**src/rtl/pipe_pkg.sv**
```systemverilog
// Shared pipeline definitions: forwarding selects,
// result-source encodings and hazard FSM states.
package pipe_pkg;

    typedef enum logic [1:0] {
        FWD_RF = 2'b00,
        FWD_W  = 2'b01,
        FWD_M  = 2'b10
    } fwd_sel_t;

    localparam logic [1:0] RESULT_SRC_LOAD = 2'b01;

    typedef enum logic [1:0] {
        RUN  = 2'b00,
        WAIT = 2'b01,
        ERR  = 2'b10
    } hz_state_t;

endpackage

```
**src/rtl/fwd_unit.sv**
```systemverilog
// E-stage forwarding select for one source operand.
// The M-stage result is newer than W, so it wins.
module fwd_unit
    import pipe_pkg::*;
(
    input  logic [4:0] rs_e_i,
    input  logic [4:0] rd_m_i,
    input  logic [4:0] rd_w_i,
    input  logic       reg_write_m_i,
    input  logic       reg_write_w_i,
    output fwd_sel_t   fwd_o
);

    // Pick the youngest in-flight writer of this operand; x0 is never forwarded.
    always_comb begin
        fwd_o = FWD_RF;
        if (reg_write_m_i && (rd_m_i != 5'd0) && (rd_m_i == rs_e_i)) begin
            fwd_o = FWD_M;
        end else if (reg_write_w_i && (rd_w_i != 5'd0) && (rd_w_i == rs_e_i)) begin
            fwd_o = FWD_W;
        end
    end

endmodule

```
**src/rtl/hazard_sequencer.sv**
```systemverilog
// Pipeline hazard sequencer: load-use stalls, branch flushes, forwarding,
// variable-latency data-memory wait with timeout, and perf counters.
module hazard_sequencer
    import pipe_pkg::*;
#(
    parameter int MEM_TIMEOUT = 16,
    parameter int CNT_W       = 32
) (
    input  logic             clk,
    input  logic             rst,
    input  logic [4:0]       Rs1D,
    input  logic [4:0]       Rs2D,
    input  logic [4:0]       Rs1E,
    input  logic [4:0]       Rs2E,
    input  logic [4:0]       RdE,
    input  logic [4:0]       RdM,
    input  logic [4:0]       RdW,
    input  logic [1:0]       ResultSrcE,
    input  logic             RegWriteM,
    input  logic             RegWriteW,
    input  logic             PCSrcE,
    input  logic             MemReqM,
    input  logic             MemReadyM,
    output logic             StallF,
    output logic             StallD,
    output logic             StallE,
    output logic             StallM,
    output logic             FlushD,
    output logic             FlushE,
    output logic             FlushW,
    output logic [1:0]       ForwardAE,
    output logic [1:0]       ForwardBE,
    output logic             MemErr,
    output logic [CNT_W-1:0] StallCycles,
    output logic [CNT_W-1:0] FlushCount
);

    localparam int WCW = $clog2(MEM_TIMEOUT) + 1;
    localparam logic [WCW-1:0] WAIT_LAST = WCW'(MEM_TIMEOUT - 1);

    hz_state_t        state_q;
    logic [WCW-1:0]   wait_cnt_q;
    logic             mem_err_q;
    logic [CNT_W-1:0] stall_cnt_q, stall_cnt_d;
    logic [CNT_W-1:0] flush_cnt_q, flush_cnt_d;

    logic     lw_stall;
    logic     miss;
    logic     mem_stall;
    fwd_sel_t fwd_a;
    fwd_sel_t fwd_b;

    fwd_unit u_fwd_a (
        .rs_e_i        (Rs1E),
        .rd_m_i        (RdM),
        .rd_w_i        (RdW),
        .reg_write_m_i (RegWriteM),
        .reg_write_w_i (RegWriteW),
        .fwd_o         (fwd_a)
    );

    fwd_unit u_fwd_b (
        .rs_e_i        (Rs2E),
        .rd_m_i        (RdM),
        .rd_w_i        (RdW),
        .reg_write_m_i (RegWriteM),
        .reg_write_w_i (RegWriteW),
        .fwd_o         (fwd_b)
    );

    // Hazard detection: load-use in D/E and an outstanding memory miss in M.
    always_comb begin
        lw_stall  = (ResultSrcE == RESULT_SRC_LOAD) && (RdE != 5'd0)
                    && ((RdE == Rs1D) || (RdE == Rs2D));
        miss      = MemReqM && !MemReadyM;
        mem_stall = miss || (state_q == ERR);
    end

    // Stall/flush fan-out; a memory stall freezes everything and bubbles W.
    always_comb begin
        StallF    = 1'b0;
        StallD    = 1'b0;
        StallE    = 1'b0;
        StallM    = 1'b0;
        FlushD    = 1'b0;
        FlushE    = 1'b0;
        FlushW    = 1'b0;
        ForwardAE = FWD_RF;
        ForwardBE = FWD_RF;
        if (!rst) begin
            ForwardAE = fwd_a;
            ForwardBE = fwd_b;
            if (mem_stall) begin
                StallF = 1'b1;
                StallD = 1'b1;
                StallE = 1'b1;
                StallM = 1'b1;
                FlushW = 1'b1;
            end else begin
                StallF = lw_stall;
                StallD = lw_stall;
                FlushE = lw_stall || PCSrcE;
                FlushD = PCSrcE;
            end
        end
    end

    // Memory wait FSM: count consecutive miss cycles, trap to ERR on timeout.
    always_ff @(posedge clk or posedge rst) begin
        if (rst) begin
            state_q    <= RUN;
            wait_cnt_q <= '0;
            mem_err_q  <= 1'b0;
        end else begin
            unique case (state_q)
                RUN: begin
                    if (miss) begin
                        state_q    <= WAIT;
                        wait_cnt_q <= WCW'(1);
                    end
                end
                WAIT: begin
                    if (!miss) begin
                        state_q    <= RUN;
                        wait_cnt_q <= '0;
                    end else if (wait_cnt_q == WAIT_LAST) begin
                        state_q   <= ERR;
                        mem_err_q <= 1'b1;
                    end else begin
                        wait_cnt_q <= wait_cnt_q + WCW'(1);
                    end
                end
                ERR: begin
                    mem_err_q <= 1'b1;
                end
                default: begin
                    state_q    <= RUN;
                    wait_cnt_q <= '0;
                end
            endcase
        end
    end

    // Saturating next-state for the stall-cycle and flush-event counters.
    always_comb begin
        stall_cnt_d = stall_cnt_q;
        flush_cnt_d = flush_cnt_q;
        if (StallF && (stall_cnt_q != '1)) begin
            stall_cnt_d = stall_cnt_q + CNT_W'(1);
        end
        if (!mem_stall && PCSrcE && (flush_cnt_q != '1)) begin
            flush_cnt_d = flush_cnt_q + CNT_W'(1);
        end
    end

    // Performance counter registers.
    always_ff @(posedge clk or posedge rst) begin
        if (rst) begin
            stall_cnt_q <= '0;
            flush_cnt_q <= '0;
        end else begin
            stall_cnt_q <= stall_cnt_d;
            flush_cnt_q <= flush_cnt_d;
        end
    end

    assign MemErr      = mem_err_q;
    assign StallCycles = stall_cnt_q;
    assign FlushCount  = flush_cnt_q;

endmodule

```
**config.mk**
```make
export PLATFORM = sky130hd
export DESIGN_NAME = hazard_sequencer
export DESIGN_NICKNAME = d
export VERILOG_FILES = /design/src/rtl/pipe_pkg.sv /design/src/rtl/fwd_unit.sv /design/src/rtl/hazard_sequencer.sv
export SDC_FILE = /design/constraint.sdc
export NUM_CORES = 1
export LEC_CHECK = 0
export BUFFER_PORTS_ARGS = -buffer_cell sky130_fd_sc_hd__buf_2
export CORE_MARGIN = 2
export CORE_UTILIZATION = 50
export CTS_CLUSTER_SIZE = 24
export DETAILED_ROUTE_END_ITERATION = 8
export PLACE_DENSITY = 0.82
export SLEW_MARGIN = 15
export SYNTH_ARGS = -nofsm -noshare
export SYNTH_HDL_FRONTEND = slang
export SYNTH_SLANG_ARGS = --single-unit
```
**constraint.sdc**
```tcl
create_clock -name clk -period 3.4 [get_ports clk]
set_input_delay 0.17 -clock clk [delete_from_list [all_inputs] [get_ports clk]]
set_output_delay 0.17 -clock clk [all_outputs]
set_load 0.005 [all_outputs]
```
==> run_results.csv <==
group,metric,value,unit
sta,finalSetupTns,0,ns
setup_path,worst_setup_path_end_kind,"register",
detailed_routing,via_density,5.39,
detailed_routing,detail-route-antenna-nets,0,
synthesis,yosysSeqAreaShare,45.3,%
synthesis,synth_area_leader_cell,"sky130_fd_sc_hd__dfrtp_1",
cells_and_area,design.final.nets,569,
setup_path,rr_worst_depth,7,
sta,worst_hold_slack,0.190,ns
setup_path,critical_path_required,3.64,ns
power,power.leakage,2.44,nW
detailed_routing,drt_iter0_markers,145,
power,cellPowerDensity,446,mW/mm^2
cells_and_area,antenna_cells_inserted,0,
grt,pin_count_of_the_biggest_net_entering_global_routing,73,
synthesis,yosysWarningCount,0,
detailed_routing,routed_wirelength,9280,microns
synthesis,post_synth_main_area_contributors,"sky130_fd_sc_hd__dfrtp_1, sky130_fd_sc_hd__xnor2_1, sky130_fd_sc_hd__xor2_1",
synthesis,synth_largest_type_area_fraction,45.3,%
place,pre_cts_slack,1.00,ns
setup_path,crit_type,"reg -> reg",
clock_network,clock_insertion_delay_worst_skew,0.35,ns
sta,timing_max_transition_violations_final,0,
sta,rsz0062_at_grt,"no",
floorplan,initial_utilization,51.4,%
floorplan,num_io_pins,120,
clock_network,cts_resized,0,
cells_and_area,final_area,0.00491,sq mm
synthesis,async_flop_share,100,%
worst_hold_path,min-delay-path-class,"in -> async",
floorplan,core_region_area,0.00773,sq mm
sta,timing.final.setup_violations,0,
detailed_routing,average_detailed_routed_wire_length_per_instance,14.8,microns
synthesis,ys_ff_latch,72,
clock_network,cts_htree_levels,3,
setup_path,timing.reg2reg.setup_slack,0.87,ns
run_status,outcome,"finished, final reports clean",
sta,timing.final.ws_setup,0.867,ns
detailed_routing,remaining_drc_errors,0,
place,portBuffers,119,
cells_and_area,layout.cells.most_common_list,"sky130_fd_sc_hd__buf_2, sky130_fd_sc_hd__dfrtp_1, sky130_fd_sc_hd__xnor2_1, sky130_fd_sc_hd__xor2_1, sky130_fd_sc_hd__nand3_1",
detailed_routing,via_count,3386,
sta,slew_headroom,36.7,%
synthesis,syn_inst,400,
sta,finalHoldViolCount,0,
synthesis,mappedNetlistNets,448,
sta,finalClockSkew,0.00851,ns
clock_network,clock_tree_from_tritoncts,"yes",
cells_and_area,layout-area-overhead-vs-synth,23.6,%
grt,grt_pass1_wl,15600,microns
place,post-place-cells,612,
clock_network,clkSlewWorstSetupHoldPaths,0.08,ns
setup_path,worst-endpoint-arrival,2.77,ns
power,report.power.total,2.19,mW
grt,grt_util_all_layers,22.6,%
cells_and_area,final-instance-count-excl-fill,628,
clock_network,root_buffer,"sky130_fd_sc_hd__clkbuf_8",
clock_network,cts_bufs_inserted,9,
sta,final_period_minus_worst_setup_slack,2.53,ns
synthesis,synthesis.area_per_instance,9.94,sq um
floorplan,vert_die_dim,93.2,microns
synthesis,ys.flop_type,"sky130_fd_sc_hd__dfrtp_1",
sta,worst-slew-pin-transition,0.950,ns
clock_network,cts-hold-fix-buffers,0,
synthesis,synth_enable_flop_cells,0,
setup_path,path_max_fanout,14,
place,gp_routability_congestion,0.988,
grt,grt_remaining_overflow,0,
cells_and_area,fin_util,63.6,%
clock_network,postCtsSetupBuffers,0,
power,vdd_ir_drop_max,0.283,mV
place,dp_hpwl,6990,microns
grt,first_global_vias,3298,
clock_network,clkSinkCount,72,
setup_path,r2r-start,"StallCycles[0]",
cells_and_area,drive_above_1_share,28.7,%
sta,period_share,74.5,%
setup_path,worst_setup_path_start_kind,"register",
job,timing.max_cap.violations,0,
place,area_post_placement,0.00466,sq mm
grt,grt_antenna_before_repair,0,
cells_and_area,layout.cells.most_common,"sky130_fd_sc_hd__buf_2",
floorplan,die_area,0.00868,sq mm
cells_and_area,num-fill-cells,646,
floorplan,die-width,93.2,microns
floorplan,floorplan.rows,32,
setup_path,timing.rr.end,"StallCycles[1]",
synthesis,syn_area,0.00398,sq mm
detailed_routing,drt_pass1_iterations,4,
synthesis,synth_cell_types,46,
sta,maxClockFrequency,395,MHz
clock_network,clock_path_buffers,2,
[Yosys cell counts (2+ instances only)]
cell type / count
sky130_fd_sc_hd__dfrtp_1: 72
sky130_fd_sc_hd__xnor2_1: 50
sky130_fd_sc_hd__xor2_1: 44
sky130_fd_sc_hd__nand3_1: 36
sky130_fd_sc_hd__nand2_1: 32
sky130_fd_sc_hd__nor2_1: 26
sky130_fd_sc_hd__nand4_1: 18
sky130_fd_sc_hd__nor3_1: 16
sky130_fd_sc_hd__nor4_1: 14
sky130_fd_sc_hd__inv_1: 10
sky130_fd_sc_hd__and3_1: 7
sky130_fd_sc_hd__clkbuf_1: 6
sky130_fd_sc_hd__or4_1: 5
sky130_fd_sc_hd__a21oi_1: 4
sky130_fd_sc_hd__buf_4: 4
sky130_fd_sc_hd__ha_1: 4
sky130_fd_sc_hd__nor4b_1: 4
sky130_fd_sc_hd__o21ai_0: 4
sky130_fd_sc_hd__and2_1: 3
sky130_fd_sc_hd__and4_1: 3
sky130_fd_sc_hd__mux2_2: 3
sky130_fd_sc_hd__o22ai_1: 3
sky130_fd_sc_hd__and4_2: 2
sky130_fd_sc_hd__nand2b_1: 2
sky130_fd_sc_hd__nor2b_1: 2
sky130_fd_sc_hd__nor3b_1: 2
sky130_fd_sc_hd__nor4_4: 2
sky130_fd_sc_hd__o2111ai_1: 2
sky130_fd_sc_hd__or2_2: 2
sky130_fd_sc_hd__or3_1: 2
[where the power goes]
| part | leakage (nW) | internal (mW) | total (mW) | switching, mW |
|---|---|---|---|---|
| clock network | 0.126 | 0.526 | 0.849 | 0.323 |
| logic | 1.36 | 0.161 | 0.331 | 0.170 |
| registers | 0.955 | 0.920 | 1.01 | 0.0929 |
[worst max path at each step]
stage,cells after the start,end,from,slack [ns]
2_1_floorplan,5,ForwardBE[0],rst,0.28
3_3_place_gp,5,FlushCount[1],FlushCount[23],1.07
3_5_place_dp,6,FlushCount[10],FlushCount[23],1.00
4_1_cts,6,StallF,state_q[0],0.88
5_1_grt,6,StallF,state_q[0],0.69
6_report,7,StallCycles[1],StallCycles[0],0.87
[sequential cells by signal (all words and copies together), names as in the netlist]
signal,cells
FlushCount,32
MemErr,1
StallCycles,32
state_q,2
wait_cnt_q,5
[routing by layer]
metal	track usage, %	vias up	part of all wire (%)
met5	0	-	0
met4	7.48	0	1.3
met3	6.20	14	6.3
met2	37.6	99	50
met1	28.7	1612	43
li1	-	1661	-
[cell families after synthesis]
group	share of synthesized area (%)
and+or+nand+nor	25.2
xor gates and xnor gates	20.7
DFF	45.3
AOI/OAI and AO/OA	4.25
buffers and inverters	2.39
adders and majority gates	1.26
muxes	0.850
[layout make-up]
type / instances / area [sq um] / share of cell area [%]
clock buffers: 11 / 151 / 3.08
inverters: 10 / 37.5 / 0.764
flip-flops and latches: 72 / 1800 / 36.7
repair buffers: 121 / 611 / 12.4
well taps: 102 / 128 / 2.60
multi-input cells: 307 / 2080 / 42.4
clock inverters: 5 / 103 / 2.09
[critical path: stages, from the launching register on]
cell and delay (ns):
sky130_fd_sc_hd__dfrtp_1 0.40, sky130_fd_sc_hd__ha_1 0.21, sky130_fd_sc_hd__nand4_1 0.22, sky130_fd_sc_hd__nor3_1 0.49, sky130_fd_sc_hd__nand4_1 0.22, sky130_fd_sc_hd__nand2_1 0.44
sky130_fd_sc_hd__nor2_1 0.14, sky130_fd_sc_hd__mux2_2 0.31
Note: power is estimated with default switching activity, not from simulation.
